**src/rtl/serial_pattern_gen_if.sv**
```systemverilog
// Load-side handshake bundle for serial_pattern_gen: the master offers a pattern, the slave accepts it.
interface serial_pattern_gen_if #(
  parameter int WIDTH = 8,
  parameter int CNT_W = 4
);
  localparam int NB = $clog2(WIDTH + 1);

  logic             load_valid;
  logic             load_ready;
  logic [WIDTH-1:0] pattern;
  logic [NB-1:0]    nbits;
  logic [CNT_W-1:0] repeat_cnt;

  modport master (output load_valid, pattern, nbits, repeat_cnt, input load_ready);
  modport slave  (input load_valid, pattern, nbits, repeat_cnt, output load_ready);
endinterface

```
**src/rtl/serial_pattern_gen.sv**
```systemverilog
// Serial MSB-first pattern transmitter with repeat count and idle gaps between repetitions.
// Optional trailing even-parity bit per repetition when SERIAL_PATTERN_GEN_PARITY_EN is defined.
module serial_pattern_gen #(
  parameter int WIDTH      = 8,
  parameter int GAP_CYCLES = 1,
  parameter int CNT_W      = 4
) (
  input  logic                clock,
  input  logic                reset,
  serial_pattern_gen_if.slave ld,
  output logic                dout,
  output logic                dout_valid,
  output logic                busy,
  output logic                done
);
  localparam int NB = $clog2(WIDTH + 1);
`ifdef SERIAL_PATTERN_GEN_PARITY_EN
  localparam bit PARITY_EN = 1'b1;
`else
  localparam bit PARITY_EN = 1'b0;
`endif

  typedef enum logic [1:0] {IDLE, SHIFT, GAP} state_t;

  state_t           state, state_n;
  logic [WIDTH-1:0] sreg, sreg_n, pat_l, pat_l_n;
  logic [NB-1:0]    nb_l, nb_l_n, bitcnt, bitcnt_n, eff;
  logic [CNT_W-1:0] rep_left, rep_left_n;
  logic [3:0]       gapcnt, gapcnt_n;
  logic             par_acc, par_acc_n, par_phase, par_phase_n;
  logic             dout_n, dout_valid_n, done_n, reload;

  assign eff = (ld.nbits == '0 || ld.nbits > NB'(WIDTH)) ? NB'(WIDTH) : ld.nbits;

  // dout holds the bit of the current cycle; sreg holds only the bits still to come
  always_comb begin
    state_n      = state;
    sreg_n       = sreg;
    pat_l_n      = pat_l;
    nb_l_n       = nb_l;
    bitcnt_n     = bitcnt;
    rep_left_n   = rep_left;
    gapcnt_n     = gapcnt;
    par_acc_n    = par_acc;
    par_phase_n  = par_phase;
    dout_n       = 1'b0;
    dout_valid_n = 1'b0;
    done_n       = 1'b0;
    reload       = 1'b0;
    case (state)
      IDLE: begin
        if (ld.load_valid && ld.load_ready) begin
          state_n      = SHIFT;
          pat_l_n      = ld.pattern;
          nb_l_n       = eff;
          rep_left_n   = ld.repeat_cnt;
          sreg_n       = ld.pattern << 1;
          bitcnt_n     = eff - NB'(1);
          dout_n       = ld.pattern[WIDTH-1];
          dout_valid_n = 1'b1;
          par_acc_n    = ld.pattern[WIDTH-1];
          par_phase_n  = 1'b0;
        end
      end
      SHIFT: begin
        if (!par_phase && bitcnt != '0) begin
          dout_n       = sreg[WIDTH-1];
          dout_valid_n = 1'b1;
          sreg_n       = sreg << 1;
          bitcnt_n     = bitcnt - NB'(1);
          par_acc_n    = par_acc ^ sreg[WIDTH-1];
        end else if (PARITY_EN && !par_phase) begin
          dout_n       = par_acc;
          dout_valid_n = 1'b1;
          par_phase_n  = 1'b1;
        end else if (rep_left != '0) begin
          if (GAP_CYCLES > 0) begin
            state_n  = GAP;
            gapcnt_n = 4'(GAP_CYCLES - 1);
          end else begin
            reload = 1'b1;
          end
        end else begin
          state_n = IDLE;
          done_n  = 1'b1;
        end
      end
      GAP: begin
        if (gapcnt != '0) gapcnt_n = gapcnt - 4'd1;
        else              reload   = 1'b1;
      end
      default: state_n = IDLE;
    endcase
    if (reload) begin
      state_n      = SHIFT;
      sreg_n       = pat_l << 1;
      bitcnt_n     = nb_l - NB'(1);
      rep_left_n   = rep_left - CNT_W'(1);
      dout_n       = pat_l[WIDTH-1];
      dout_valid_n = 1'b1;
      par_acc_n    = pat_l[WIDTH-1];
      par_phase_n  = 1'b0;
    end
  end

  always_ff @(posedge clock) begin
    if (reset) begin
      state         <= IDLE;
      sreg          <= '0;
      pat_l         <= '0;
      nb_l          <= '0;
      bitcnt        <= '0;
      rep_left      <= '0;
      gapcnt        <= '0;
      par_acc       <= 1'b0;
      par_phase     <= 1'b0;
      dout          <= 1'b0;
      dout_valid    <= 1'b0;
      done          <= 1'b0;
      busy          <= 1'b0;
      ld.load_ready <= 1'b1;
    end else begin
      state         <= state_n;
      sreg          <= sreg_n;
      pat_l         <= pat_l_n;
      nb_l          <= nb_l_n;
      bitcnt        <= bitcnt_n;
      rep_left      <= rep_left_n;
      gapcnt        <= gapcnt_n;
      par_acc       <= par_acc_n;
      par_phase     <= par_phase_n;
      dout          <= dout_n;
      dout_valid    <= dout_valid_n;
      done          <= done_n;
      busy          <= (state_n != IDLE);
      ld.load_ready <= (state_n == IDLE);
    end
  end
endmodule
```
**src/flat_wrapper.sv**
```systemverilog
// flat-port wrapper written by rule: the top's interface ports become plain ports
module serial_pattern_gen_flat 
#(
  parameter int WIDTH      = 8,
  parameter int GAP_CYCLES = 1,
  parameter int CNT_W      = 4
)
  (clock, reset, dout, dout_valid, busy, done, ld_load_valid, ld_pattern, ld_nbits, ld_repeat_cnt, ld_load_ready);
  serial_pattern_gen_if #(.WIDTH(WIDTH), .CNT_W(CNT_W)) ld_i ();
  input  logic clock;
  input  logic reset;
  output logic dout;
  output logic dout_valid;
  output logic busy;
  output logic done;
  input wire logic [$bits(ld_i.load_valid)-1:0] ld_load_valid;
  input wire logic [$bits(ld_i.pattern)-1:0] ld_pattern;
  input wire logic [$bits(ld_i.nbits)-1:0] ld_nbits;
  input wire logic [$bits(ld_i.repeat_cnt)-1:0] ld_repeat_cnt;
  output wire logic [$bits(ld_i.load_ready)-1:0] ld_load_ready;
  assign ld_i.load_valid = ld_load_valid;
  assign ld_i.pattern = ld_pattern;
  assign ld_i.nbits = ld_nbits;
  assign ld_i.repeat_cnt = ld_repeat_cnt;
  assign ld_load_ready = ld_i.load_ready;
  serial_pattern_gen #(.WIDTH(WIDTH), .GAP_CYCLES(GAP_CYCLES), .CNT_W(CNT_W)) u_core (.clock(clock), .reset(reset), .ld(ld_i), .dout(dout), .dout_valid(dout_valid), .busy(busy), .done(done));
endmodule
```
**config.mk**
```make
export PLATFORM = sky130hd
export DESIGN_NAME = serial_pattern_gen_flat
export DESIGN_NICKNAME = d
export VERILOG_FILES = /design/src/rtl/serial_pattern_gen_if.sv /design/src/rtl/serial_pattern_gen.sv /design/src/flat_wrapper.sv
export SDC_FILE = /design/constraint.sdc
export NUM_CORES = 1
export LEC_CHECK = 0
export ABC_AREA = 0
export BUFFER_PORTS_ARGS = -buffer_cell sky130_fd_sc_hd__buf_4
export CORE_MARGIN = 2
export CORE_UTILIZATION = 55
export DETAILED_ROUTE_END_ITERATION = 8
export PLACE_DENSITY = 0.89
export SYNTH_ARGS = -nofsm -noshare
export SYNTH_HDL_FRONTEND = slang
export SYNTH_SLANG_ARGS = --single-unit
```
**constraint.sdc**
```tcl
create_clock -name clock -period 3.5 [get_ports clock]
set_input_delay 0 -clock clock [delete_from_list [all_inputs] [get_ports clock]]
set_output_delay 0 -clock clock [all_outputs]
set_load 0.03 [all_outputs]
```
* Yosys cells after proc, flatten, opt, wreduce, memory -nomap -nowiden *
Cells that the tools add are included.

cells by class
  eq/ne operators = 9
  muxes and demuxes = 32
  add/sub/neg operators = 5
  magnitude comparators = 1
  reductions and logical operators = 21
  bitwise gates (word level) = 1

operator list
  kind                                                                     count
  4-bit two-way mux                                                        10
  8-bit two-way mux                                                        3
  4-bit by 1-bit subtractor with 4-bit output, second input constant       5
  4-bit case mux with 2 select lines                                       2
  8-bit case mux with 2 select lines                                       1
  4-bit nonzero test                                                       3
  2-bit nonzero test                                                       5
  1-bit two-way mux                                                        9
  2-bit two-way mux                                                        4
  2-bit by 1-bit inequality test with 1-bit output, second input constant  4
  3-bit by 1-bit inequality test with 1-bit output, second input constant  2
  2-bit case mux with 3 select lines                                       1
  3-bit AND reduction                                                      2
  4-bit greater-than comparator, second input constant                     1
  2-bit zero test                                                          2
  4-bit zero test                                                          1
  1-bit case mux with 2 select lines                                       2
  2-bit AND reduction                                                      2
  4-bit AND reduction                                                      1
  3-bit nonzero test                                                       1
  3-bit OR reduction                                                       1
  2-bit by 1-bit equality test with 1-bit output, second input constant    1
  2-bit equality test, second input constant                               1
  2-bit inequality test, second input constant                             1
  other kinds (4)                                                          4

storage, ports and cells
  register bits = 39
  bits of input ports = 19

* Depth between registers and ports, before layout *
  depth in word-level cells = 7
  mapped depth = 10
  mapped depth without buffers = 9

* Worst setup path before layout *
No wires, ideal clock.

  path type = reg-to-reg
  start = reg u_core.gapcnt[0]
  end = reg u_core.bitcnt[2]
  arrival time = 1.846 ns
  library setup time = 0.086 ns
  path buffers = 1
  period minus slack after synthesis = 1.932 ns
  stages on the path, launching flop included = 10
  path slack = 1.568 ns
  cells stage by stage = dfxtp_1 inv_1 ha_1 nor3b_2 nand2b_1 clkbuf_1 mux2i_1 ha_1 xnor2_1 a211oi_1

on the way
  word-level cells in the longest chain between the ends = 5
  elaborated cells on any way between the ends = 8
  classes of those cells = 2 x eq/ne; 3 x mux; 3 x reduce/logical

ends and longest elaborated chain
  what                                                                                                     RTL line                   text
  from (decl)                                                                                              serial_pattern_gen.sv:29   logic [3:0] gapcnt, gapcnt_n;
  from (signal assigned)                                                                                   serial_pattern_gen.sv:129  gapcnt <= gapcnt_n;
  4-bit nonzero test *                                                                                     serial_pattern_gen.sv:89   if (gapcnt != '0) gapcnt_n = gapcnt - 4'd1;
  1-bit two-way mux *                                                                                      serial_pattern_gen.sv:89
  1-bit two-way mux *                                                                                      -
  3-bit by 1-bit inequality test with 1-bit output (no line) / 3-bit nonzero test (equally long branches)  -
  3-bit AND reduction (no line)                                                                            -
  to (signal assigned)                                                                                     serial_pattern_gen.sv:127  bitcnt <= bitcnt_n;
  to (decl)                                                                                                serial_pattern_gen.sv:27   logic [NB-1:0] nb_l, nb_l_n, bitcnt, bitcnt_n, eff;

Mark *: on every way between the ends. The rest lies on a longest branch, timed or not.
A chain may end at the register's enable or synchronous reset.

* Worst setup path in the final report *
  start = reg u_core.gapcnt[0]
  end = reg u_core.bitcnt[3]

The elaborated chain is that of the path after synthesis.

==> metrics <==
outcome=complete, no violations; TritonCTS buffer count=5; CP required=3.75 ns; skew final=0.00615 ns; top-count cell post-synth=nand2_1; CTS H-tree depth=2; core area=3030 um2; Clock transition at path regs=0.11 ns; I/O pins=24; Setup Crit Path Kind=flip-flop to flip-flop; fmax=0.444 GHz; crit end category=flip-flop; Async SR Flop Fraction=0%; fin nets=273; DR pass1 iterations=4; register area share after synthesis=43.5%; IO buf count=23; Die Footprint=3650 um2; cell area after synthesis=1750 um2; synth warn=0; pin count of the biggest net entering global routing=35; Hold WC Path Type=primary input to flip-flop; Post-synth top cells=43 x nand2_1, 38 x dfxtp_1, 28 x nor2_1; Yosys reg bits=38; routed wire length=4130 um; routed len/inst=14.0 um; most common flop cell mapped by yosys=dfxtp_1; first-pass GRT wire length=6560 um; routability cong.=0.851; via count=1622; Worst Setup Start Kind=flip-flop; Max-Cap Viols=0; RSZ-0062 raised after global routing=no; cells after synthesis=220; DRC=0; Post-synth EDFFs=0; vias per cell=5.50; Worst-Margin Slew=0.738 ns; Layout area overhead=22.4%; final hold viol count=0; P_leak=0.861 nW; Initial Utilization=57.8%; Post-DRT Antenna Nets=0; final setup vio count=0; share of cells above drive strength 1=14.3%; initial antenna violation count=0; setup total negative slack=0 ns; Initial DRC Count=87; CTS max path bufs=2; Mapped Nets=242; final-report max-slew violation count=0; grt ovf=0; die width=60.4 um; Die H=60.4 um; worst-skew pair later-pin latency=0.35 ns; area leader, netlist=dfxtp_1; post-synth top area share=43.5%; Critical Path Fanout Max=23; pre-CTS setup slack=1.27 ns; Core Rows=20; Worst VDD drop=0.283 mV; setup ws final=1.25 ns; post-DP HPWL=2600 um; Clock Sinks=38; Root Driver=clkbuf_4; vias in the first global route=1562; Slew headroom=50.8%; top area cells in the synthesized netlist=dfxtp_1 43%, nand2_1 9.2%, a21oi_1 6.3%, nor2_1 6.0%, a311o_1 3.4%; PD cells=582 nW/um2; TritonCTS clock tree=done; mean post-synth cell area=7.96 um2; ant diodes=0; GR Util All Layers=24.5%; setup bufs post-CTS=0; post-synth cell types=37; Arrival @ worst endpoint=2.50 ns; Tmin final=2.25 ns; Tcrit/Tclk final=64.3%
[path summary, 6_finish.rpt]
check | startpoint | end | slack [ns] | cells past startpoint
min reg2reg | u_core.sreg[5]$_SDFFE_PP0P_ | u_core.sreg[5]$_SDFFE_PP0P_ | 0.46 | 2
min | ld_repeat_cnt[1] | u_core.rep_left[1]$_SDFFE_PP0P_ | 0.02 | 3
max | u_core.gapcnt[0]$_SDFFE_PP0P_ | u_core.bitcnt[3]$_SDFFE_PP0P_ | 1.25 | 8
max reg2reg | u_core.gapcnt[0]$_SDFFE_PP0P_ | u_core.bitcnt[3]$_SDFFE_PP0P_ | 1.25 | 8
[logic make-up after synthesis]
logic type | count (synthesis) | share of synthesized area, %
AOI/OAI and AO/OA | 49 | 18.7
muxes | 5 | 2.93
DFF | 38 | 43.5
adders and majority gates | 3 | 2.14
xor gates and xnor gates | 4 | 2.00
buffers and inverters | 21 | 4.72
and+or+nand+nor | 100 | 26.0
[stage by stage]
stage               hold WS (ns)  power [mW]  utilization (%)  instances  area [um2]
floorplan                  0.136       0.832                -        220        1750
global placement           0.262       0.912             64.1        276        1940
detailed placement         0.268       0.929             64.1        276        1940
CTS                      0.00463        1.24             70.7        295        2140
global route              0.0270        1.31             70.7        295        2140
finish                    0.0160        1.25             70.7        295        2140
[per-layer routing]
layer | global-route usage [%] | vias to the layer above | part of all wire [%]
met5 | 0 | - | 0
met2 | 45.2 | 54 | 52
li1 | - | 815 | -
met1 | 26.8 | 745 | 40
met3 | 6.82 | 8 | 6.2
met4 | 9.01 | 0 | 1.6
[registers in the layout, indices dropped and copies added, names as in the netlist]
name,flops
u_core.rep_left,4
u_core.bitcnt,4
u_core.done,1
u_core.dout_valid,1
u_core.pat_l,8
u_core.busy,1
u_core.state,2
u_core.nb_l,4
u_core.ld.load_ready,1
u_core.dout,1
u_core.sreg,7
u_core.gapcnt,4
[placed cells by master, fill, tap and decap left out, types with 2 or more instances in the layout]
cell and n:
nor3b_1 2, or4_1 2, ha_1 3, a311o_1 6
buf_4 25, nor3_1 8, a211oi_1 5, nor2_1 28
o21ai_0 4, a32oi_1 2, dlygate4sd3_1 12, inv_1 8
mux2i_1 4, nor2b_1 6, xnor2_1 4, clkbuf_4 5
dfxtp_1 38, nand2b_1 3, nand3_1 2, and3_1 2
a21oi_1 22, nand2_1 43
[area by class of cell]
type | count | area (um2)
multi-input combinational | 161 | 907
tap | 44 | 55.1
inverter | 8 | 30.0
sequential | 38 | 761
clock buffer | 6 | 51.3
timing repair buffer | 37 | 308
clock inverter | 1 | 30.0
fill | 246 | 886
[power by group]
group | internal (mW) | switching [mW]
registers | 0.504 | 0.0476
logic | 0.160 | 0.226
clock network | 0.166 | 0.144
[timing repair]
| item | in CTS | in global routing |
|---|---|---|
| hold buffers | 12 | 0 |
| hold endpoints to repair | 16 | 0 |
| gates resized for setup | 0 | 0 |
[worst max-delay path, cell delays in order, from the launching register on]
cell	delay (ns)
dfxtp_1	0.33
inv_1	0.09
ha_1	0.16
nor3b_2	0.21
nand2b_1	0.08
buf_4	0.21
or4_1	0.45
a221o_1	0.34
a311oi_1	0.29
Note: power is estimated with default switching activity, not from simulation.
